### config.mk
export PLATFORM = sky130hd
export DESIGN_NAME = ntr_cmd_sequencer
export DESIGN_NICKNAME = d
export VERILOG_FILES = /design/src/rtl/ntr_cmd_sequencer.sv
export SDC_FILE = /design/constraint.sdc
export NUM_CORES = 1
export LEC_CHECK = 0
export CELL_PAD_IN_SITES_DETAIL_PLACEMENT = 1
export CELL_PAD_IN_SITES_GLOBAL_PLACEMENT = 1
export CORE_UTILIZATION = 45
export CTS_BUF_LIST = sky130_fd_sc_hd__clkbuf_2 sky130_fd_sc_hd__clkbuf_4 sky130_fd_sc_hd__clkbuf_8
export DETAILED_ROUTE_END_ITERATION = 8
export PLACE_DENSITY = 0.82
export RECOVER_POWER = 50
export SLEW_MARGIN = 20
export SYNTH_ARGS = -nofsm -noshare
export SYNTH_HDL_FRONTEND = slang
export SYNTH_SLANG_ARGS = --single-unit
export TNS_END_PERCENT = 1
### constraint.sdc
create_clock -name clk -period 2.3 [get_ports clk]
set_input_delay 0.46 -clock clk [delete_from_list [all_inputs] [get_ports clk]]
set_output_delay 0.46 -clock clk [all_outputs]
set_load 0.01 [all_outputs]
### src/rtl/ntr_cmd_sequencer.sv
// NTR cartridge bus slave command sequencer.
// Captures the 8-byte command on synchronized ntr_clk rises while ntr_cs1 is
// low, then answers on ntr_clk falls with the chip ID, header ROM bytes or FFs.
module ntr_cmd_sequencer #(
    parameter logic [31:0] CHIP_ID     = 32'h00001FC2,
    parameter int unsigned ADDR_W      = 9,
    parameter int unsigned SYNC_STAGES = 2
) (
    input  logic              clk,
    input  logic              rst_n,
    input  logic              ntr_clk,
    input  logic              ntr_cs1,
    input  logic [7:0]        data_in,
    output logic [7:0]        data_out,
    output logic              data_oe,
    output logic [ADDR_W-1:0] hdr_addr,
    input  logic [7:0]        hdr_data,
    output logic [63:0]       cmd,
    output logic              cmd_valid,
    output logic              busy
);

    typedef enum logic [1:0] {
        IDLE = 2'd0,
        CMD  = 2'd1,
        RESP = 2'd2
    } state_t;

    // Synchronizer chains and edge-detect history
    logic [SYNC_STAGES-1:0] clk_sync;
    logic [SYNC_STAGES-1:0] cs_sync;
    logic                   clk_prev;
    logic                   cs_prev;

    logic clk_now;
    logic cs_now;
    logic clk_rise;
    logic clk_fall;
    logic cs_rise;
    logic cs_fall;

    // Architectural state and its next values
    state_t             state;
    state_t             state_nxt;
    logic [55:0]        shift_reg;
    logic [55:0]        shift_nxt;
    logic [2:0]         byte_cnt;
    logic [2:0]         byte_cnt_nxt;
    logic [15:0]        resp_cnt;
    logic [15:0]        resp_cnt_nxt;
    logic [7:0]         data_out_nxt;
    logic               data_oe_nxt;
    logic [ADDR_W-1:0]  hdr_addr_nxt;
    logic [63:0]        cmd_nxt;
    logic               cmd_valid_nxt;
    logic               busy_nxt;
    logic [7:0]         chip_byte;

    // Synchronize the raw bus pins and remember the previous synchronized level.
    // The chains reset to 0 (selected, clock low) so that a cs1 still held low
    // when reset releases never looks like a fresh fall; only a later real
    // fall starts a transaction.
    always_ff @(posedge clk or negedge rst_n) begin
        if (!rst_n) begin
            clk_sync <= '0;
            cs_sync  <= '0;
            clk_prev <= 1'b0;
            cs_prev  <= 1'b0;
        end else begin
            clk_sync <= {clk_sync[SYNC_STAGES-2:0], ntr_clk};
            cs_sync  <= {cs_sync[SYNC_STAGES-2:0], ntr_cs1};
            clk_prev <= clk_sync[SYNC_STAGES-1];
            cs_prev  <= cs_sync[SYNC_STAGES-1];
        end
    end

    // Single-cycle edge pulses from the synchronized levels
    always_comb begin
        clk_now  = clk_sync[SYNC_STAGES-1];
        cs_now   = cs_sync[SYNC_STAGES-1];
        clk_rise = clk_now & ~clk_prev;
        clk_fall = ~clk_now & clk_prev;
        cs_rise  = cs_now & ~cs_prev;
        cs_fall  = ~cs_now & cs_prev;
    end

    // Chip ID byte selected by the low bits of the response counter, LSB first
    always_comb begin
        chip_byte = CHIP_ID[{resp_cnt[1:0], 3'b000} +: 8];
    end

    // State and datapath registers
    always_ff @(posedge clk or negedge rst_n) begin
        if (!rst_n) begin
            state     <= IDLE;
            shift_reg <= '0;
            byte_cnt  <= '0;
            resp_cnt  <= '0;
            data_out  <= 8'hFF;
            data_oe   <= 1'b0;
            hdr_addr  <= '0;
            cmd       <= '0;
            cmd_valid <= 1'b0;
            busy      <= 1'b0;
        end else begin
            state     <= state_nxt;
            shift_reg <= shift_nxt;
            byte_cnt  <= byte_cnt_nxt;
            resp_cnt  <= resp_cnt_nxt;
            data_out  <= data_out_nxt;
            data_oe   <= data_oe_nxt;
            hdr_addr  <= hdr_addr_nxt;
            cmd       <= cmd_nxt;
            cmd_valid <= cmd_valid_nxt;
            busy      <= busy_nxt;
        end
    end

    // Next-state and output decode; a cs1 rise overrides any clock edge
    always_comb begin
        state_nxt     = state;
        shift_nxt     = shift_reg;
        byte_cnt_nxt  = byte_cnt;
        resp_cnt_nxt  = resp_cnt;
        data_out_nxt  = data_out;
        data_oe_nxt   = data_oe;
        hdr_addr_nxt  = hdr_addr;
        cmd_nxt       = cmd;
        cmd_valid_nxt = 1'b0;
        busy_nxt      = busy;

        if (cs_rise) begin
            // End of transaction: release the bus; a partial command is dropped
            state_nxt    = IDLE;
            data_oe_nxt  = 1'b0;
            busy_nxt     = 1'b0;
            data_out_nxt = 8'hFF;
        end else begin
            case (state)
                IDLE: begin
                    data_oe_nxt = 1'b0;
                    busy_nxt    = 1'b0;
                    // A clock rise coinciding with the cs1 fall is not sampled
                    if (cs_fall) begin
                        state_nxt    = CMD;
                        busy_nxt     = 1'b1;
                        byte_cnt_nxt = '0;
                    end
                end

                CMD: begin
                    if (clk_rise) begin
                        shift_nxt    = {shift_reg[47:0], data_in};
                        byte_cnt_nxt = byte_cnt + 3'd1;
                        if (byte_cnt == 3'd7) begin
                            cmd_nxt       = {shift_reg, data_in};
                            cmd_valid_nxt = 1'b1;
                            resp_cnt_nxt  = '0;
                            hdr_addr_nxt  = '0;
                            state_nxt     = RESP;
                        end
                    end
                end

                RESP: begin
                    if (clk_fall) begin
                        data_oe_nxt  = 1'b1;
                        resp_cnt_nxt = resp_cnt + 16'd1;
                        case (cmd[63:56])
                            8'h90: data_out_nxt = chip_byte;
                            8'h00: begin
                                // ROM output for the current address is already
                                // valid; advance so the next byte is ready in time
                                data_out_nxt = hdr_data;
                                hdr_addr_nxt = hdr_addr + ADDR_W'(1);
                            end
                            default: data_out_nxt = 8'hFF;
                        endcase
                    end
                end

                default: begin
                    state_nxt = IDLE;
                end
            endcase
        end
    end

endmodule

==> results of run 1 <==
[worst register-to-register path, stage by stage, from the launching register on]
cell     delay (ps)
dfrtp_1         380
inv_1           120
ha_1            370
nor3b_2         340
buf_12          320
mux2_2          450
[worst paths after layout]
| kind | start | end |
|---|---|---|
| worst min register to register | clk_sync[0] | clk_sync[1] |
| worst min-delay path | clk_sync[0] | clk_sync[1] |
| worst max-delay path | state[1] | cmd[42] |
| min in group asynchronous | rst_n | hdr_addr[8] |
| max in group asynchronous | rst_n | shift_reg[1] |
| worst max register to register | state[1] | cmd[42] |
[where the power goes]
part | internal [uW] | total, uW | switching [uW]
combinational | 490 | 871 | 381
sequential | 3130 | 3480 | 347
clock | 930 | 1850 | 920
total | 4550 | 6200 | 1650
[final cells by class]
type	instances	share of cell area, %
Clock inverter	7	0.910
Clock buffer	22	3.63
Timing Repair Buffer	113	14.7
Inverter	8	0.383
Sequential cell	153	49.0
Tap cell	176	2.81
Multi-Input combinational cell	249	28.6
[cells in the final DEF (no fill, tap or decap), types with 9 or more instances in the layout]
master	Yosys	final
nand2_1	15	15
clkbuf_8	0	19
dfrtp_1	145	145
clkdlybuf4s50_1	0	73
and2_1	9	9
mux2_2	121	121
nor2_1	14	14
dlygate4sd3_1	0	30
nand3_1	11	11
ha_1	10	10
[through the flow]
stage / hold slack [ps] / total power (uW) / utilization (%) / worst slack [ps] / cell area [um2]
2_1_floorplan: 164 / 4020 / - / 427 / 6220
3_3_place_gp: 335 / 4320 / 56.1 / 308 / 7480
3_5_place_dp: 339 / 4410 / 56.1 / 178 / 7480
4_1_cts: 355 / 6300 / 58.8 / 166 / 7850
5_1_grt: 368 / 6540 / 58.7 / 89.8 / 7840
6_report: 352 / 6200 / 58.7 / 211 / 7840
[routing by layer]
layer  global-route usage (%)  wire length (um)
met5                        0                 0
met4                     7.58               157
met3                     5.94               661
met2                     34.0              6640
met1                     24.6              5720
[repair_timing]
action | CTS | global route
hold endpoints to repair | 39 | 0
gates resized for setup | 0 | 1
setup endpoints to repair | 0 | 1
hold buffers | 1 | 0
[cells by family after synthesis]
family	count (synthesis)	share of synthesized area, %
flip-flops	153	61.7
multiplexers	122	22.1
AND/OR/NAND/NOR	79	7.80
AO/OA/AOI/OAI	38	4.10
buffers and inverters	30	2.35
adder cells (fa/ha/maj)	10	2.01
==> results_dict.tcl, run 1 <==
set metrics [dict create \
    status "completed" \
    synth_top_area_share_pct 58.3 \
    stdcell_count 728 \
    die-area_um2 14300 \
    ir_drop_mv 0.388 \
    synth_edf_count 0 \
    leakage_uw 0.00373 \
    finalMaxSlewViolations 0 \
    final_antenna_net_count 0 \
    startpoint_type "flop" \
    cp_num_buf_inv 2 \
    setup_violations 0 \
    netlist.top_cell.by_area "dfrtp_1" \
    fill_cells 1299 \
    wl_mm 13.2 \
    ys_types 42 \
    via_count 3887 \
    yosysSeqAreaShare_pct 61.7 \
    hold_depth 0 \
    n_antenna_cell 0 \
    post-route-min-period_ps 2090 \
    floorplan.initialDensity_pct 46.6 \
    max_stage_delay_ps 390 \
    wire_per_inst_um 18.1 \
    ctsRootBufferMaster "clkbuf_8" \
    portBuffers 103 \
    fmax_mhz 479 \
    gp_congestion 0.765 \
    htreeDepth 4 \
    cp.depth 5 \
    arrival_ps 2420 \
    dr.first_iter.drc_count 170 \
    syn_nets 462 \
    netlist_top_cells_count "145 x dfrtp_1, 121 x mux2_2, 15 x buf_2, 15 x nand2_1, 14 x nor2_1" \
    drive_above_1_share_pct 32.6 \
    post-dp-hpwl_mm 9.02 \
    grt_use_total_pct 20.2 \
    endpoint_kind "flop" \
    cts_sinks 153 \
    grt_pass1_vias 4394 \
    cts_setup_buffers 0 \
    final.setup_skew_ps 8.12 \
    dr.pass1.iters 4 \
    largest_reg_flops 64 \
    synth_async_sr_flop_share_pct 100 \
    fp.dieH_um 120 \
    max_cap_violations 0 \
    multi_input_area_um2 2240 \
    hold_viol 0 \
    drc_errors 0 \
    hp-class "reg2reg" \
    grt_max_degree 59 \
    syn_area_per_cell_um2 14.4 \
    synthTopCellsByArea "dfrtp_1 58%, mux2_2 22%, dfstp_2 3.4%" \
    antenna_found_initial 0 \
    dominantRegCellSynth "dfrtp_1" \
    grt_pass1_wl_mm 22.3 \
    crit_family "buffers and inverters" \
    die_w_um 120 \
    rsz0062_at_grt "false" \
    r2r_cells 5 \
    setup.worst_path.class "reg2reg" \
    clkTransAtPathRegs_ps 80 \
    syn_to_final_growth_pct 25.9 \
    worst_path_max_delay_cell "mux2_2" \
    post-route-period-util_pct 90.8 \
    dp_cells 698 \
    core_um2 13300 \
    cts_buffer_depth 2 \
    tritoncts "built" \
    yosysMostFrequentCell "dfrtp_1" \
    relSlewSlack_pct 10.8 \
    synth-seq-cells 153 \
    powerDensity_nw_per_um2 791 \
    gr-total-overflow 0 \
    pin_count 104 \
    fin_setup_tns_ps 0 \
    avgViaCountPerCell 5.34 \
    r2r_slack_ps 210 \
    cp_max_fo 58 \
    regArea_um2 3840 \
    clkLatencyLatePin_ps 450 \
    rows 42 \
    worstPathCellList "inv_1 -> ha_1 -> nor3b_2 -> buf_12 -> mux2_2" \
    numCtsBuffers 17 \
    ys_warn_count 0 \
    worst_pin_slew_ps 1340 \
    final_nets 572 \
    crit_required_ps 2630 \
    syn_area_um2 6220 \
    synthCells 432 \
]
Power figures use the tool's default switching activity.
==> inputs of run 2 (changes only) <==
--- a/config.mk
+++ b/config.mk
@@ -11,7 +11,6 @@
 export CTS_BUF_LIST = sky130_fd_sc_hd__clkbuf_2 sky130_fd_sc_hd__clkbuf_4 sky130_fd_sc_hd__clkbuf_8
 export DETAILED_ROUTE_END_ITERATION = 8
 export PLACE_DENSITY = 0.82
-export RECOVER_POWER = 50
 export SLEW_MARGIN = 20
 export SYNTH_ARGS = -nofsm -noshare
 export SYNTH_HDL_FRONTEND = slang
==> run 2 against run 1 <==
  * Largest cell class unchanged
  * Final area is 0.24% higher
  * Global-route usage stayed put
  * Die area stayed put
  * Clock skew hardly changed
  * Routed wire length is 0.16% higher
  * Core utilization is 0.14 points higher
  * Flip-flop and latch count stayed put
  * Register-to-register slack hardly changed
  * Maximum frequency is 0.35% higher
  * Sequential power hardly changed
  * Sequential share of layout area is 0.12 points lower
  * Power is 0.12% higher
==> results_dict.tcl, run 2 (synthesis results as in run 1) <==
set metrics [dict create \
    status "completed" \
    htreeDepth 4 \
    crit_family "buffers and inverters" \
    post-dp-hpwl_mm 9.02 \
    portBuffers 103 \
    power.switching_uw 1650 \
    powerDensity_nw_per_um2 790 \
    hp-class "reg2reg" \
    drc_errors 0 \
    grt_use_total_pct 20.2 \
    worst_pin_slew_ps 582 \
    die-area_um2 14300 \
    worstHoldStart "clk_sync[0]" \
    grt_max_degree 59 \
    hold_depth 0 \
    finalMaxSlewViolations 0 \
    ir_drop_mv 0.388 \
    pin_count 104 \
    hold_end "clk_sync[1]" \
    post-route-min-period_ps 2080 \
    switching_share_pct 26.6 \
    fill_cells 1297 \
    r2r-start "state[1]" \
    leakage_uw 0.00365 \
    worstPathCellList "inv_1 -> ha_1 -> nor3b_2 -> buf_12 -> mux2_2" \
    fmax_mhz 480 \
    wl_mm 13.2 \
    antenna_found_initial 0 \
    via_count 3888 \
    cts_setup_buffers 0 \
    max_cap_violations 0 \
    die_w_um 120 \
    fp.dieH_um 120 \
    post-route-period-util_pct 90.5 \
    n_antenna_cell 0 \
    rows 42 \
    drive_above_1_share_pct 32.8 \
    numCtsBuffers 17 \
    p_seq_share_pct 56.1 \
    p_int_uw 4550 \
    final_antenna_net_count 0 \
    tritoncts "built" \
    final_cell_mix "145 x dfrtp_1, 121 x mux2_2, 102 x clkdlybuf4s50_1" \
    rsz0062_at_grt "false" \
    final_nets 572 \
    ctsRootBufferMaster "clkbuf_8" \
    clkTransAtPathRegs_ps 70 \
    setup.worst_path.class "reg2reg" \
    cts_buffer_depth 2 \
    cp_num_buf_inv 2 \
    r2r_slack_ps 220 \
    clkLatencyLatePin_ps 450 \
    max_stage_delay_ps 380 \
    syn_to_final_growth_pct 26.2 \
    hold_viol 0 \
    endpoint_kind "flop" \
    crit_required_ps 2630 \
    relSlewSlack_pct 60.9 \
    cts_sinks 153 \
    wire_per_inst_um 18.1 \
    combPwrFrac_pct 14.1 \
    grt_pass1_vias 4394 \
    largest_reg_flops 64 \
    core_um2 13300 \
    avgViaCountPerCell 5.34 \
    dr.first_iter.drc_count 177 \
    cp_max_fo 58 \
    gp_congestion 0.765 \
    clkPwrFrac_pct 29.8 \
    power_uw 6210 \
    setup_violations 0 \
    startpoint_type "flop" \
    dr.pass1.iters 4 \
    grt_pass1_wl_mm 22.3 \
    fin_setup_tns_ps 0 \
    worst_path_max_delay_cell "dfrtp_1" \
    gr-total-overflow 0 \
    arrival_ps 2410 \
    r2r_cells 5 \
    final.setup_skew_ps 7.99 \
    final_common_cell "dfrtp_1" \
    timing.rr.end "cmd[46]" \
    floorplan.initialDensity_pct 46.6 \
]
run 2: cell count changes in the layout (fill, tap and decap cells not counted), sizes merged:
cell / change
clkbuf: -1
buf: +1
clkdlybuf4s50: +29
dlygate4sd3: -29
run 2: repair_timing:
item | in CTS | in global routing
gates resized for setup | 0 | 1
endpoints found under the hold margin | 39 | 0
setup endpoints to repair | 0 | 1
hold buffers | 1 | 0
run 2: metrics by stage:
step	utilization (%)	setup slack [ps]	instances	hold slack, ps	instance area (um2)
global placement	56.1	308	698	335	7480
floorplan	-	427	432	164	6220
detailed placement	56.1	178	698	339	7480
CTS	58.8	166	728	355	7850
finish	58.8	219	728	352	7850
global route	58.8	89.8	728	368	7850
run 2: layer usage:
layer	part of all wire, %	track usage (%)
met2	50	34.0
met1	43	24.6
met5	0	0
met4	1.2	7.58
met3	5.1	5.94
run 2: worst max-delay path by stage:
stage	from	end	depth (start not counted)	slack, ps
after global routing	cs_sync[1]	hdr_addr[4]	5	90
after global placement	state[1]	byte_cnt[2]	7	310
after floorplan	state[1]	shift_reg[10]	7	430
after CTS	cs_prev	byte_cnt[0]	6	170
after detailed placement	state[1]	byte_cnt[0]	7	180
final	state[1]	cmd[46]	5	220
run 2: power by group through the flow:
| stage | combinational [uW] | sequential (uW) | clock, uW |
|---|---|---|---|
| 4_1_cts | 890 | 3480 | 1930 |
| 3_5_place_dp | 877 | 3530 | 0 |
| 5_1_grt | 966 | 3550 | 2020 |
| 3_3_place_gp | 822 | 3490 | 0 |
| 6_report | 875 | 3480 | 1850 |
| 2_1_floorplan | 654 | 3370 | 0 |
run 2: cell type report:
class,instances,area [um2],area share [%]
clock inverters,7,71.3,0.908
inverters,8,30.0,0.382
multi-input cells,249,2250,28.6
clock buffers,22,284,3.62
repair buffers,113,1160,14.8
flip-flops and latches,153,3840,48.9
well taps,176,220,2.80
